<file path="src/rtl/cw_clock_pkg.sv">
// cw_clock_pkg: mode encodings, digit limits and BCD
// increment helpers shared by the time-of-day path.
package cw_clock_pkg;

  typedef enum logic [1:0] {
    MODE_RUN      = 2'b00,
    MODE_SET_HOUR = 2'b01,
    MODE_SET_MIN  = 2'b10,
    MODE_BAD      = 2'b11
  } mode_e;

  localparam logic [3:0] UNIT_MAX   = 4'd9;
  localparam logic [2:0] TENS_MAX   = 3'd5;
  localparam int         HOUR_LIMIT = 23;

  typedef struct packed {
    logic [1:0] t;
    logic [3:0] u;
  } hour_t;

  typedef struct packed {
    logic [2:0] t;
    logic [3:0] u;
  } bcd60_t;

  localparam bcd60_t LAST60 = '{t: TENS_MAX, u: UNIT_MAX};

  function automatic bcd60_t inc60(input bcd60_t v);
    bcd60_t r;
    r = v;
    if (v.u != UNIT_MAX) begin
      r.u = v.u + 4'd1;
    end else if (v.t != TENS_MAX) begin
      r.t = v.t + 3'd1;
      r.u = 4'd0;
    end else begin
      r = '0;
    end
    return r;
  endfunction

  function automatic logic hour_is_max(
    input hour_t v,
    input int    max
  );
    return (int'(v.t) == max / 10) &&
           (int'(v.u) == max % 10);
  endfunction

  function automatic hour_t inc_hour(
    input hour_t v,
    input int    max
  );
    hour_t r;
    r = v;
    if (hour_is_max(v, max)) begin
      r = '0;
    end else if (v.u == UNIT_MAX) begin
      r.t = v.t + 2'd1;
      r.u = 4'd0;
    end else begin
      r.u = v.u + 4'd1;
    end
    return r;
  endfunction

endpackage

</file>
<file path="src/rtl/cw_edge_sync.sv">
// cw_edge_sync: multi-flop synchroniser with a registered
// rising-edge pulse, for slow asynchronous level inputs.
module cw_edge_sync #(
  parameter int STAGES = 2
) (
  input  logic i_Clk,
  input  logic i_Rst_n,
  input  logic i_Async,
  output logic o_Rise
);

  logic [STAGES-1:0] sync_q;
  logic              last_q;

  // o_Rise is registered so the consumer sees a clean
  // flop output rather than gating logic.
  always_ff @(posedge i_Clk or negedge i_Rst_n) begin
    if (!i_Rst_n) begin
      sync_q <= '0;
      last_q <= 1'b0;
      o_Rise <= 1'b0;
    end else begin
      sync_q <= {sync_q[STAGES-2:0], i_Async};
      last_q <= sync_q[STAGES-1];
      o_Rise <= sync_q[STAGES-1] & ~last_q;
    end
  end

endmodule

</file>
<file path="src/rtl/cw_time_keeper.sv">
// cw_time_keeper: BCD hh:mm:ss counter advanced by the
// synchronised 1 Hz tick, with a hour/minute set mode.
module cw_time_keeper
  import cw_clock_pkg::*;
#(
  parameter int SYNC_STAGES = 2,
  parameter int HOUR_MAX    = HOUR_LIMIT
) (
  input  logic       i_Clk,
  input  logic       i_Rst_n,
  input  logic       i_Tick,
  input  logic       i_Set,
  input  logic       i_Inc,
  output logic [1:0] o_Hour_T,
  output logic [3:0] o_Hour_U,
  output logic [2:0] o_Min_T,
  output logic [3:0] o_Min_U,
  output logic [2:0] o_Sec_T,
  output logic [3:0] o_Sec_U,
  output logic [1:0] o_Mode,
  output logic       o_Sec_Pulse,
  output logic       o_Day_Wrap
);

  logic   tick_en;
  mode_e  mode_q, mode_d;
  hour_t  hour_q, hour_d;
  bcd60_t min_q, min_d;
  bcd60_t sec_q, sec_d;
  logic   pulse_q, pulse_d;
  logic   wrap_q, wrap_d;

  cw_edge_sync #(
    .STAGES (SYNC_STAGES)
  ) u_tick_sync (
    .i_Clk   (i_Clk),
    .i_Rst_n (i_Rst_n),
    .i_Async (i_Tick),
    .o_Rise  (tick_en)
  );

  always_ff @(posedge i_Clk or negedge i_Rst_n) begin
    if (!i_Rst_n) begin
      mode_q  <= MODE_RUN;
      hour_q  <= '0;
      min_q   <= '0;
      sec_q   <= '0;
      pulse_q <= 1'b0;
      wrap_q  <= 1'b0;
    end else begin
      mode_q  <= mode_d;
      hour_q  <= hour_d;
      min_q   <= min_d;
      sec_q   <= sec_d;
      pulse_q <= pulse_d;
      wrap_q  <= wrap_d;
    end
  end

  always_comb begin
    mode_d  = mode_q;
    hour_d  = hour_q;
    min_d   = min_q;
    sec_d   = sec_q;
    pulse_d = 1'b0;
    wrap_d  = 1'b0;
    unique case (mode_q)
      MODE_RUN: begin
        if (tick_en) begin
          pulse_d = 1'b1;
          sec_d   = inc60(sec_q);
          if (sec_q == LAST60) begin
            min_d = inc60(min_q);
            if (min_q == LAST60) begin
              hour_d = inc_hour(hour_q, HOUR_MAX);
              wrap_d = hour_is_max(hour_q, HOUR_MAX);
            end
          end
        end
        if (i_Set) mode_d = MODE_SET_HOUR;
      end
      MODE_SET_HOUR: begin
        if (i_Set) begin
          mode_d = MODE_SET_MIN;
        end else if (i_Inc) begin
          hour_d = inc_hour(hour_q, HOUR_MAX);
        end
      end
      MODE_SET_MIN: begin
        // Leaving set mode restarts the minute cleanly.
        if (i_Set) begin
          mode_d = MODE_RUN;
          sec_d  = '0;
        end else if (i_Inc) begin
          min_d = inc60(min_q);
        end
      end
      MODE_BAD: begin
        mode_d = MODE_RUN;
      end
    endcase
  end

  assign o_Hour_T    = hour_q.t;
  assign o_Hour_U    = hour_q.u;
  assign o_Min_T     = min_q.t;
  assign o_Min_U     = min_q.u;
  assign o_Sec_T     = sec_q.t;
  assign o_Sec_U     = sec_q.u;
  assign o_Mode      = mode_q;
  assign o_Sec_Pulse = pulse_q;
  assign o_Day_Wrap  = wrap_q;

endmodule

</file>
<file path="config.mk">
export PLATFORM = sky130hd
export DESIGN_NAME = cw_time_keeper
export DESIGN_NICKNAME = d
export VERILOG_FILES = /design/src/rtl/cw_clock_pkg.sv /design/src/rtl/cw_edge_sync.sv /design/src/rtl/cw_time_keeper.sv
export SDC_FILE = /design/constraint.sdc
export NUM_CORES = 1
export LEC_CHECK = 0
export ABC_AREA = 1
export ABC_CLOCK_PERIOD_IN_PS = 2500
export CORE_MARGIN = 2
export CORE_UTILIZATION = 50
export DETAILED_ROUTE_END_ITERATION = 8
export GPL_TIMING_DRIVEN = 0
export PLACE_DENSITY = 0.77
export SLEW_MARGIN = 20
export SYNTH_ARGS = -nofsm -noshare
export SYNTH_HDL_FRONTEND = slang
export SYNTH_HIERARCHICAL = 1
export SYNTH_SLANG_ARGS = --single-unit
</file>
<file path="constraint.sdc">
create_clock -name i_Clk -period 2.5 [get_ports i_Clk]
set_input_delay 0.5 -clock i_Clk [delete_from_list [all_inputs] [get_ports i_Clk]]
set_output_delay 0.5 -clock i_Clk [all_outputs]
set_load 0.01 [all_outputs]
</file>
==> impl_metrics.ini <==
[synth]
synth.avg_cell_area_sq_um = 8.43
yosys_register_bits = 28
syn_area_sq_mm = 0.00151
syn-instance-count = 179
synth_top_flop_cell = dfrtp_1
ys_top_cells_by_count = nand2_1 (44), dfrtp_1 (28), inv_1 (21)
synth_largest_area_cell = dfrtp_1
yosysWarnings = 6
synth_edf_count = 0
async_flop_share_pct = 100
synth_top_area_share_pct = 46.4
yosys-top-cells-area = dfrtp_1 (46%), nand2_1 (11%), inv_1 (5.2%), nand3_1 (4.3%), ha_1 (3.3%)
syn_nets = 188
synth_seq_area_share_pct = 46.4
yosysUniqueCellTypes = 29
yosysMostFrequentCell = nand2_1

[drt]
viasPerCell = 5.47
totalWireLength_mm = 3.21
drc = 2
postRouteAntennaNets = 0
wl_per_cell_um = 13.3
first_pass_iters = 6
drt_iter0_markers = 68
via_count = 1323

[clocking]
htree_num_levels = 1
clockRootBuffer = clkbuf_4
cts_tree = built
path_clk_slew_ps = 150
post_cts_buffers = 0
hold_buffers = 0
cts_sinks = 28
clk_latency_ps = 320
ctsResizeCount = 0
cts_buffers = 3
clk_path_buf_depth = 2

[power]
max-vdd-ir-drop_v = 0.000552
p_leak_nw = 0.852
power.density_mw_per_mm2 = 1070
finalPower_mw = 2.00

[sta]
setup_viol = 0
fin_setup_tns_ps = 0
fin_skew_ps = 2.24
slew_headroom_pct = 59.5
worst_slack_ps = 575
hold-worst-slack_ps = 162
slew_violations = 0
period_share_pct = 77.0
rsz0062_at_grt = no
hold_viol = 0
worst_slew_pin_slew_ps = 608
max_freq_mhz = 519
fin_crit_ps = 1930

[place]
place_ws_ps = 619
port_buffers = 28
placed_cell_area_sq_mm = 0.00182
dp_hpwl_mm = 2.47
gp_congestion = 0.817
dpl.cell_count = 238

[worst_setup_path]
worstPathArrival_ps = 1430
path_max_fanout = 5
crit_buf_inv = 1
critPathTopFamily = buffers and inverters
cp.required_ps = 2000
cp-start-kind = flop
end_kind = output pin
worstSetupPathType = reg -> out
cp_cell_sequence = clkdlybuf4s50_1
critical-path-max-stage-delay_ps = 590
cp_slowest_cell = clkdlybuf4s50_1

[grt]
met1_usage_pct = 25.1
antenna_found_initial = 0
grt_util_all_layers_pct = 20.8
first_global_vias = 1343
grt_first_pass_wirelength_mm = 5.53
grt_use_met2_pct = 36.5
busiest_layer = met2
grt_max_degree = 29
grt_overflow = 0
grt_util_met3_pct = 2.42

[finish]
syn_to_final_growth_pct = 24.3
final_area_sq_mm = 0.00188
diodes = 0
stdcell_count = 242
drive_gt1_share_pct = 13.7
final_util_pct = 66.9
nets = 221

[floorplan]
die-area_sq_mm = 0.00347
coreArea_sq_mm = 0.00281
die_x_um = 58.9
io_pins = 29
initial_utilization_pct = 53.8
dieHeight_um = 58.9
rows = 19

[outcome]
violations = design-rule violations
status = complete, but fails checks

[job]
maxCapViolations = 0

[min_path]
min_path_type = in -> async
state kept, by name, summed over array words and instances, names as in the netlist, 2 cells and up:
| register | flops |
|---|---|
| o_Sec_T | 3 |
| o_Mode | 2 |
| o_Hour_T | 2 |
| o_Min_U | 4 |
| o_Min_T | 3 |
| o_Hour_U | 4 |
| o_Sec_U | 4 |
| u_tick_sync/sync_q | 2 |
cell usage in the layout (no fill, tap or decap), types with 4 or more instances in the layout:
cell              n
a21oi_1           5
clkdlybuf4s50_1  27
dfrtp_1          28
ha_1              4
inv_1            21
nand2_1          44
nand2_2           5
nand2_4           4
nand3_1          13
nand4_1           5
nor2_1            7
o21ai_0           9
o21ai_1           5
path summary, 6_finish.rpt:
kind	start	endpoint	slack (ps)	cells after the start
max in group asynchronous	i_Rst_n	o_Hour_U[2]$_DFFE_PN0P_	1940	1
setup / recovery	o_Mode[0]$_DFFE_PN0P_	o_Mode[0]	570	1
min in group i_Clk	u_tick_sync/sync_q[0]$_DFF_PN0_	u_tick_sync/sync_q[1]$_DFF_PN0_	380	0
setup reg to reg	o_Hour_U[0]$_DFFE_PN0P_	o_Hour_T[1]$_DFFE_PN0P_	960	8
hold reg to reg	u_tick_sync/sync_q[0]$_DFF_PN0_	u_tick_sync/sync_q[1]$_DFF_PN0_	380	0
hold / removal	i_Rst_n	o_Sec_Pulse$_DFF_PN0_	160	1
kinds of logic after synthesis:
family	count (synthesis)	synth area share [%]
AO/OA/AOI/OAI	28	10.8
XOR/XNOR	4	2.32
adder cells (fa/ha/maj)	4	3.32
buffers and inverters	24	6.05
flip-flops	28	46.4
AND/OR/NAND/NOR	91	31.1
metal layers:
layer	part of all wire [%]	vias up
li1	-	652
met1	43	641
met2	53	26
met3	3.0	4
met4	0.90	0
met5	0	-
final cells by class:
type / count / area [sq um]
Clock buffer: 3 / 22.5
Clock inverter: 1 / 30.0
Fill cell: 248 / 930
Inverter: 24 / 91.3
Multi-Input combinational cell: 127 / 717
Sequential cell: 28 / 701
Tap cell: 31 / 38.8
Timing Repair Buffer: 28 / 275
power by group:
part           switching [mW]  internal [mW]
clock                   0.129          0.162
combinational           0.527          0.432
sequential              0.177          0.575
total                   0.833           1.17
Note: power is estimated with default switching activity, not from simulation.
